File: config.mk
export PLATFORM = sky130hd
export DESIGN_NAME = key_matrix_scanner
export DESIGN_NICKNAME = d
export VERILOG_FILES = /design/src/rtl/key_matrix_scanner.sv
export SDC_FILE = /design/constraint.sdc
export NUM_CORES = 1
export LEC_CHECK = 0
export CAP_MARGIN = 20
export CORE_MARGIN = 5
export CORE_UTILIZATION = 61
export DETAILED_ROUTE_END_ITERATION = 10
export HOLD_SLACK_MARGIN = 0.05
export PLACE_DENSITY = 0.84
export RECOVER_POWER = 50
export SLEW_MARGIN = 20
export SYNTH_ARGS = -nofsm -noshare
export SYNTH_HDL_FRONTEND = slang
export SYNTH_SLANG_ARGS = --single-unit
File: constraint.sdc
create_clock -name clk -period 5.96 [get_ports clk]
set_clock_uncertainty 0.05 [all_clocks]
set_input_delay 1.192 -clock clk [delete_from_list [all_inputs] [get_ports clk]]
set_output_delay 1.192 -clock clk [all_outputs]
set_load 0.05 [all_outputs]
File: src/rtl/key_matrix_scanner.sv
// 3x3 mole key matrix scanner: drives one column low at a time, debounces each key
// once per frame, and reports every new key-down as a single HIT/MISS event.
module key_matrix_scanner #(
  parameter int SCAN_TICKS     = 50000,
  parameter int DEBOUNCE_SCANS = 4
) (
  input  logic       clk,
  input  logic       reset,
  input  logic       enable,
  input  logic [2:0] key_matrix_row,
  output logic [2:0] key_matrix_col,
  input  logic [8:0] lights,
  output logic [8:0] key_state,
  output logic       press_valid,
  output logic [3:0] press_index,
  output logic       hit,
  output logic       miss
);

  localparam int TW = (SCAN_TICKS > 1) ? $clog2(SCAN_TICKS) : 1;
  localparam int CW = (DEBOUNCE_SCANS > 0) ? $clog2(DEBOUNCE_SCANS + 1) : 1;
  localparam logic [TW-1:0] LAST_TICK = TW'(SCAN_TICKS - 1);
  localparam logic [CW-1:0] LAST_CNT  = CW'(DEBOUNCE_SCANS - 1);

  logic [TW-1:0]         tick;
  logic [1:0]            col_sel;
  logic [2:0]            sync_a;
  logic [2:0]            sync_b;
  logic [8:0][CW-1:0]    db_cnt;
  logic [8:0]            pending;

  logic                  sample;
  logic [8:0]            raw;
  logic [8:0]            due;
  logic [8:0]            state_next;
  logic [8:0][CW-1:0]    cnt_next;
  logic [8:0]            rise;
  logic                  sel_valid;
  logic [3:0]            sel_idx;
  logic [8:0]            clr;
  logic [8:0]            pending_next;

  // Rows are sampled on the last tick of a column so the synchroniser has settled.
  assign sample = (tick == LAST_TICK);

  always_comb begin
    raw = '0;
    due = '0;
    for (int i = 0; i < 9; i++) begin
      raw[i] = ~sync_b[i / 3];
      due[i] = sample && (col_sel == 2'(i % 3));
    end
  end

  always_comb begin
    state_next = key_state;
    cnt_next   = db_cnt;
    rise       = '0;
    for (int i = 0; i < 9; i++) begin
      if (due[i]) begin
        if (raw[i] == key_state[i]) begin
          cnt_next[i] = '0;
        end else if (db_cnt[i] == LAST_CNT) begin
          state_next[i] = ~key_state[i];
          cnt_next[i]   = '0;
          rise[i]       = ~key_state[i];
        end else begin
          cnt_next[i] = db_cnt[i] + CW'(1);
        end
      end
    end
  end

  // Lowest pending index wins; clr is its one-hot mask.
  always_comb begin
    sel_idx   = '0;
    clr       = '0;
    sel_valid = enable && (pending != '0);
    for (int i = 8; i >= 0; i--) begin
      if (pending[i]) begin
        sel_idx = 4'(i);
        clr     = '0;
        clr[i]  = 1'b1;
      end
    end
    pending_next = enable ? ((pending & ~clr) | rise) : '0;
  end

  always_ff @(posedge clk or negedge reset) begin
    if (!reset) begin
      tick           <= '0;
      col_sel        <= 2'd0;
      key_matrix_col <= 3'b110;
      sync_a         <= 3'b111;
      sync_b         <= 3'b111;
      key_state      <= '0;
      db_cnt         <= '0;
      pending        <= '0;
      press_valid    <= 1'b0;
      press_index    <= '0;
      hit            <= 1'b0;
      miss           <= 1'b0;
    end else begin
      sync_a <= key_matrix_row;
      sync_b <= sync_a;
      if (sample) begin
        tick           <= '0;
        col_sel        <= (col_sel == 2'd2) ? 2'd0 : col_sel + 2'd1;
        key_matrix_col <= {key_matrix_col[1:0], key_matrix_col[2]};
      end else begin
        tick <= tick + TW'(1);
      end
      key_state   <= state_next;
      db_cnt      <= cnt_next;
      pending     <= pending_next;
      press_valid <= sel_valid;
      hit         <= sel_valid && ((lights & clr) != '0);
      miss        <= sel_valid && ((lights & clr) == '0);
      if (sel_valid) begin
        press_index <= sel_idx;
      end
    end
  end

endmodule

==> results.toml, run 1 <==
[run_status]
status = "finished, final reports clean"

[final_layout]
postLayoutCellArea_sq_um = 4340
num_antenna_cells = 0
layout-drive-gt1-share_pct = 9.98
finalNetCount = 421
register_area_sq_um = 1990
multi_input_area_sq_um = 1650
fill_cells = 407
syn2layout_area_growth_pct = 16.7

[logic_synthesis]
synth-seq-cells = 79
ys_seq_area_share_pct = 53.4
synthCells = 363
synth-main-ff-cell = "dfrtp_1"
synthMuxAreaShare_pct = 4.10
synthArstFlopShare_pct = 100
syn-num-nets = 388
synth_top_family_by_area = "simple AND/OR/NAND/NOR gates"
synthAdderAreaFrac_pct = 3.36
ys_warn_count = 0
ys_types = 41
synth_compound_area_share_pct = 11.3
synth_enable_flop_cells = 0
yosys.area_share.simple_pct = 20.2
synthXorXnorAreaFrac_pct = 5.18
synth.avg_cell_area_sq_um = 10.2
syn_area_sq_um = 3720

[critical_path]
cp_slowest_cell = "clkdlybuf4s50_1"
crit_chain = "clkdlybuf4s50_1"
crit_family = "buffers and inverters"
path_max_fanout = 3
worst_setup_path_start_kind = "flop"
end_kind = "primary output"
worst-setup-path-type = "flop to primary output"
crit_buf_inv = 1
arrival_ns = 1.70
max_stage_delay_ns = 0.80
cp.required_ns = 4.72

[sta]
rsz0062_at_grt = "false"
period_share_pct = 49.4
slew_headroom_pct = 36.3
slew_viol_final = 0
post-route-min-period_ns = 2.94
final-setup-viol-count = 0
finalHoldViolCount = 0
fmax_mhz = 340
fin_setup_tns_ns = 0
worst-slew-pin-transition_ns = 0.955

[floorplan]
die_area_sq_um = 7760
core-area_sq_um = 5920
die_x_um = 88.1
fp-row-count = 28
start_util_pct = 62.8
io_pins = 34
die_height_um = 88.1

[power_and_ir_drop]
p_clk_share_pct = 42.9
combPwrFrac_pct = 4.7
net-switching-power_mw = 0.228
switching_share_pct = 21.8
pwr-share-seq_pct = 52.4
ir_worst_vdd_mv = 0.172
p_int_mw = 0.818
p_leak_nw = 2.02
powerDensity_nw_per_um2 = 241

[clock_tree]
cts_root_buf = "clkbuf_8"
cts_tree = "yes"
numCtsBuffers = 9
clock_latency_ns = 0.35
h-tree-depth = 3
postCtsSetupBuffers = 0
cts_resized = 0
cts.sinks = 79
ctsHoldBuffers = 0
clockBufferDepth = 2
path_clk_slew_ns = 0.08

[placed_design]
dp_hpwl_um = 5080
place_area_sq_um = 4110
port_buffers = 33
place_congestion = 0.895

[detailed_routing]
topRoutingLayerUsed = "met4"
wl_met3_um = 285
totalWireLength_um = 7230
drc = 0
drtIter0Drc = 110
vias = 2764
wl_met1_um = 3270
drt-wirelength-per-cell_um = 15.2
wl_met2_um = 3520
drt_pass1_iterations = 4
detail-route-antenna-nets = 0
via_per_inst = 5.81

[global_routing]
grt_max_degree = 80
grt_antenna_before_repair = 0
grt_pass1_wl_um = 12300
grt_pass1_vias = 2681
grt_util_all_layers_pct = 20.6
grt_remaining_overflow = 0

[run]
max_cap_viol_count = 0

[worst_hold_path]
hold_class = "flop to flop"
-- registers in the layout, indices dropped and copies added (netlist names), 2 cells and up --
name / cells
pending: 9
press_index: 4
key_state: 9
key_matrix_col: 3
db_cnt: 27
col_sel: 2
sync_b: 3
tick: 16
sync_a: 3
-- Yosys cell counts, drive strengths merged, types with 6 or more instances --
cell type	count	area, sq um
dfrtp	71	1780
nand2	39	146
nor2	32	120
o21ai	31	155
nand3	17	85.1
xor2	15	131
inv	12	45.0
nor2b	12	75.1
nor3	11	55.1
o31ai	11	82.6
clkbuf	10	37.5
ha	10	125
mux2	10	113
o21a	9	67.6
a21oi	8	40.0
dfstp	8	210
xnor2	7	61.3
nand2b	6	37.5
or4	6	48.8
-- logic make-up after synthesis --
group                    after synthesis
AND/OR/NAND/NOR                      146
flip-flops                            79
AO/OA/AOI/OAI                         68
buffers and inverters                 24
XOR/XNOR                              22
multiplexers                          14
adder cells (fa/ha/maj)               10
-- power by group through the flow --
stage	logic (mW)	registers, mW	clock network, mW
global route	0.0549	0.548	0.483
global placement	0.0498	0.558	0
finish	0.0496	0.548	0.449
CTS	0.0511	0.548	0.460
detailed placement	0.0510	0.558	0
floorplan	0.0142	0.566	0
-- per-layer routing --
| metal | vias to the layer above | GRT usage (%) |
|---|---|---|
| met4 | 0 | 11.1 |
| li1 | 1345 | - |
| met2 | 53 | 32.7 |
| met5 | - | 0 |
| met3 | 13 | 4.14 |
| met1 | 1353 | 26.5 |
-- final timing paths --
kind	slack, ns	depth (start not counted)	from	end
max reg2reg	3.30	5	tick[7]	db_cnt[12]
min reg2reg	0.31	0	sync_a[2]	sync_b[2]
max in group asynchronous	4.30	1	reset	db_cnt[8]
max	3.02	1	key_matrix_col[2]	key_matrix_col[2]
min	0.31	0	sync_a[2]	sync_b[2]
min in group asynchronous	0.93	1	reset	press_index[0]
-- cell type report --
type	count	area share (%)
Timing Repair Buffer	34	7.73
Sequential cell	79	45.8
Clock inverter	5	1.85
Inverter	12	1.04
Tap cell	75	2.16
Clock buffer	11	3.49
Multi-Input combinational cell	260	37.9
-- cell usage in the layout (no fill, tap or decap), types with 5 or more instances in the layout --
master            n
xnor2_1           7
dfstp_2           8
mux2_2           10
nor2b_1          12
a21oi_1           8
inv_1            12
or4_1             5
dfrtp_1          71
nand3_1          17
o31ai_1          11
o21ai_0          25
ha_1             10
o21ai_1           6
clkdlybuf4s50_1  29
xor2_1           15
o21a_1            9
clkbuf_8         11
nand2b_1          6
nand2_1          39
nor2_1           32
nor3_1           11
-- per-stage QoR --
step	total power, mW	worst slack (ns)	utilization (%)	hold slack, ns	std cells
after detailed placement	0.609	3.17	69.4	0.297	460
final	1.05	3.02	73.3	0.307	476
after global routing	1.09	2.97	73.3	0.309	476
after CTS	1.06	2.99	73.3	0.308	476
after global placement	0.608	3.25	69.4	0.295	460
after floorplan	0.580	3.81	-	0.295	363
No activity file was read; power rests on OpenSTA's default activity.
==> run 2: changes to the inputs <==
- CORE_UTILIZATION: 61 -> 52
- PLACE_DENSITY: 0.84 -> 0.76
- clock period: 5.96 -> 2.6 ns (I/O delays scaled with it)
==> run 2 against run 1 <==
Against the previous run: the flow now finishes with violations (max-capacitance violations, max-slew violations); register-to-register slack lost 3.1 ns; global-route usage is 1.5 points lower; highest routed layer unchanged; utilization is 8.7 points lower.
==> results.toml, run 2 (synthesis results as in run 1) <==
[critical_path]
arrival_ns = 2.53
reg2reg_slack_ns = 0.24
end_kind = "flop"
worst-setup-path-type = "flop to flop"
cp.required_ns = 2.77
path_common_cell = "o21ai_0"
worst_setup_path_start_kind = "flop"
cp_slowest_cell = "or4_1"
crit_chain = "or4b_1 -> or4_1 -> buf_4 -> o21ai_0 -> o21ai_0"
path_max_fanout = 9
ff2ff_path_depth = 5
max_stage_delay_ns = 0.66

[clock_tree]
ctsHoldBuffers = 0
numCtsBuffers = 9
path_clk_slew_ns = 0.08
cts_root_buf = "clkbuf_8"
clock_latency_ns = 0.35
clockBufferDepth = 2
h-tree-depth = 3
cts_resized = 0
cts_tree = "yes"
cts.sinks = 79
postCtsSetupBuffers = 0

[sta]
fmax_mhz = 424
fin_setup_tns_ns = 0
finalHoldViolCount = 0
final-setup-viol-count = 0
slew_headroom_pct = -20.7
slew_viol_final = 34
period_share_pct = 90.7
worst-slew-pin-transition_ns = 1.81
rsz0062_at_grt = "false"
post-route-min-period_ns = 2.36

[floorplan]
die_height_um = 94.6
die_area_sq_um = 8940
start_util_pct = 54.1
fp-row-count = 30
io_pins = 34
die_x_um = 94.6
core-area_sq_um = 6870

[final_layout]
largest_reg_flops = 27
layout_commonest_cell = "dfrtp_1"
finalNetCount = 429
layout-drive-gt1-share_pct = 10.8
num_antenna_cells = 0
syn2layout_area_growth_pct = 19.4
top_regs = "db_cnt x27, tick x16"
fin_cells = 505
final_core_util_pct = 64.6
final_cell_mix = "dfrtp_1, nand2_1, nor2_1, clkdlybuf4s50_1, o21ai_0"
regMostFlops = "db_cnt"

[power_and_ir_drop]
p_clk_share_pct = 44.2
powerDensity_nw_per_um2 = 556
net-switching-power_mw = 0.512
switching_share_pct = 20.8
p_leak_nw = 2.06
ir_worst_vdd_mv = 0.369
combPwrFrac_pct = 4.9
p_int_mw = 1.96
pwr-share-seq_pct = 50.9
power.total_mw = 2.47

[detailed_routing]
vias = 2779
drtIter0Drc = 123
drt_pass1_iterations = 4
totalWireLength_um = 7500
drt-wirelength-per-cell_um = 14.9
via_per_inst = 5.50
drc = 0
detail-route-antenna-nets = 0

[global_routing]
grt_antenna_before_repair = 0
grt_util_all_layers_pct = 19.1
grt_pass1_vias = 2831
grt_pass1_wl_um = 13400
grt_max_degree = 35
grt_remaining_overflow = 0

[run_status]
violations = "max-capacitance violations, max-slew violations"
status = "finished with violations"

[placed_design]
place_inst = 489
dp_hpwl_um = 5360
port_buffers = 33
place_congestion = 0.810

[worst_hold_path]
whs_path_depth = 0
hold_class = "flop to flop"

[run]
max_cap_viol_count = 1
## run 2: stage by stage
stage	setup WS, ns	hold WS, ns	cell area (sq um)
floorplan	0.447	0.174	3720
global placement	0.356	0.297	4210
detailed placement	0.252	0.298	4210
CTS	0.223	0.0574	4450
global route	0.134	0.311	4440
finish	0.241	0.309	4440
## run 2: final timing paths
kind                       startpoint            to
min in group asynchronous       reset   press_valid
setup reg to reg              tick[7]  key_state[3]
setup / recovery              tick[7]  key_state[3]
hold / removal              sync_a[0]     sync_b[0]
max in group asynchronous       reset    db_cnt[16]
hold reg to reg             sync_a[0]     sync_b[0]
## run 2: layer usage
metal	share of wire (%)	global-route usage (%)
met5	0	0
met4	1.6	8.41
met3	4.3	3.43
met2	47	30.9
met1	47	25.1
## run 2: final cells by class
| class | count | area [sq um] |
|---|---|---|
| fill | 541 | 2430 |
| sequential | 79 | 1990 |
| multi-input combinational | 260 | 1650 |
| timing repair buffer | 42 | 402 |
| clock buffer | 13 | 149 |
| tap | 96 | 120 |
| clock inverter | 3 | 90.1 |
| inverter | 12 | 45.0 |
## run 2: critical path, delay by kind of cell (launching register included)
kind / cells / cell delay (ns)
buffers and inverters: 1 / 0.23
flip-flops: 1 / 0.42
AO/OA/AOI/OAI: 2 / 0.29
AND/OR/NAND/NOR: 2 / 1.23
## run 2: power by group through the flow
stage	Clock [mW]	Combinational, mW	Sequential [mW]
after CTS	1.12	0.126	1.26
after detailed placement	0	0.125	1.28
after global placement	0	0.123	1.28
after floorplan	0	0.0324	1.30
after global routing	1.17	0.134	1.26
final	1.09	0.121	1.26
==> run 3: changes to the inputs <==
- clock period: 2.6 -> 1.9 ns (I/O delays scaled with it)
==> run 3 against run 2 <==
Against the previous run: the run ends with negative setup slack left; critical endpoint is now pending[0]; non-clock buffer count rose by 49; critical path type unchanged; global-route usage rose by 2.8 points; hold slack got worse by 0.0078 ns; first-iteration DRC count rose by 41%; largest power group unchanged; fmax rose by 8.1%; sequential share of layout area fell by 5.8 points; register-to-register slack got worse by 0.52 ns; clock-buffer cell count fell by 1.
==> results.toml, run 3 (synthesis results as in run 1) <==
[detailed_routing]
drt_pass1_iterations = 4
drtIter0Drc = 174
vias = 3133
totalWireLength_um = 9490
via_per_inst = 5.66
drt-wirelength-per-cell_um = 17.1
detail-route-antenna-nets = 0
drc = 0

[floorplan]
start_util_pct = 54.1
fp-row-count = 30
die_height_um = 94.6
core-area_sq_um = 6870
die_x_um = 94.6
die_area_sq_um = 8940
io_pins = 34

[final_layout]
final_cell_mix = "dfrtp_1, buf_4, nor2_1, nand2_1"
final_core_util_pct = 74.2
regMostFlops = "db_cnt"
finalNetCount = 478
layout-drive-gt1-share_pct = 33.6
top_regs = "db_cnt x27, tick x16"
syn2layout_area_growth_pct = 37.1
largest_reg_flops = 27
fin_cells = 554
layout_commonest_cell = "dfrtp_1"
fill_cells = 467
num_antenna_cells = 0

[sta]
period_share_pct = 115
fin_hold_ws_ns = 0.301
setup_ws_ns = -0.281
worst-slew-pin-transition_ns = 0.844
finalHoldViolCount = 0
slew_viol_final = 0
fmax_mhz = 458
post-route-min-period_ns = 2.18
final-setup-viol-count = 44
rsz0062_at_grt = "true"
slew_headroom_pct = 43.5

[placed_design]
dp_hpwl_um = 6250
place_inst = 530
place_congestion = 0.857
port_buffers = 33

[clock_tree]
numCtsBuffers = 9
path_clk_slew_ns = 0.08
cts_tree = "yes"
clockBufferDepth = 2
h-tree-depth = 3
clock_latency_ns = 0.36
cts.sinks = 79
cts_root_buf = "clkbuf_8"

[critical_path]
worstSetupStartpoint = "tick[11]"
worst_setup_path_start_kind = "flop"
arrival_ns = 2.39
cp.required_ns = 2.11
end_kind = "flop"
path_max_fanout = 2
regToRegStartpoint = "tick[11]"
worst-setup-path-type = "flop to flop"

[global_routing]
grt_util_all_layers_pct = 21.8
grt_antenna_before_repair = 0
grt_pass1_vias = 3235
grt_max_degree = 40
grt_pass1_wl_um = 15100
grt_remaining_overflow = 0

[worst_hold_path]
hold_class = "flop to flop"
min_from = "sync_a[1]"

[run_status]
violations = "negative setup slack"
status = "finished with violations"

[power_and_ir_drop]
p_leak_nw = 2.47
ir_worst_vdd_mv = 0.395
powerDensity_nw_per_um2 = 620

[run]
max_cap_viol_count = 0
[run 3: path summary, 6_finish.rpt]
check / to / slack [ns] / depth (start not counted)
setup / recovery: pending[0] / -0.28 / 4
hold / removal: sync_b[1] / 0.30 / 0
setup reg to reg: pending[0] / -0.28 / 4
hold reg to reg: sync_b[1] / 0.30 / 0
max in group asynchronous: sync_a[1] / 0.19 / 3
min in group asynchronous: key_state[5] / 0.55 / 2
[run 3: worst max-delay path: stages (launching register included)]
cell     delay (ns)
dfrtp_1        0.39
or4b_4         0.57
or4_4          0.42
or4_4          0.44
nor4b_2        0.22
[run 3: layout make-up]
cell class	instances	area [sq um]	share of cell area [%]
flip-flops and latches	79	1990	39.0
clock buffers	12	155	3.04
multi-input cells	260	1950	38.3
clock inverters	4	45.0	0.884
well taps	96	120	2.36
repair buffers	91	792	15.5
inverters	12	45.0	0.884
[run 3: where the power goes]
part	total (mW)	switching [mW]	internal, mW
sequential	1.72	0.0166	1.70
combinational	0.167	0.108	0.0585
clock	1.27	0.602	0.673
[run 3: metal layers]
| metal | vias up | track usage (%) | wire [um] |
|---|---|---|---|
| li1 | 1457 | - | - |
| met1 | 1559 | 26.6 | 3810 |
| met2 | 97 | 37.8 | 4960 |
| met3 | 20 | 3.59 | 534 |
| met4 | 0 | 10.3 | 180 |
| met5 | - | 0 | 0 |
[run 3: metrics by stage]
step / total power, mW / setup slack, ns / TNS (ns) / area, sq um
floorplan: 1.82 / -0.225 / -1.96 / 3760
global placement: 1.92 / -0.211 / -5.82 / 4500
detailed placement: 1.92 / -0.247 / -7.53 / 4500
CTS: 3.19 / -0.220 / -4.85 / 4910
global route: 3.27 / -0.337 / -11.19 / 5100
finish: 3.16 / -0.281 / -7.28 / 5100
[run 3: repair_timing]
item | 4_1_cts | 5_1_grt
pin swaps | 14 | 8
endpoints found under the setup margin | 49 | 56
hold buffers | 1 | 0
gates resized for setup | 35 | 37
cloned | 0 | 1
hold endpoints to repair | 25 | 0
buffers inserted | 5 | 3
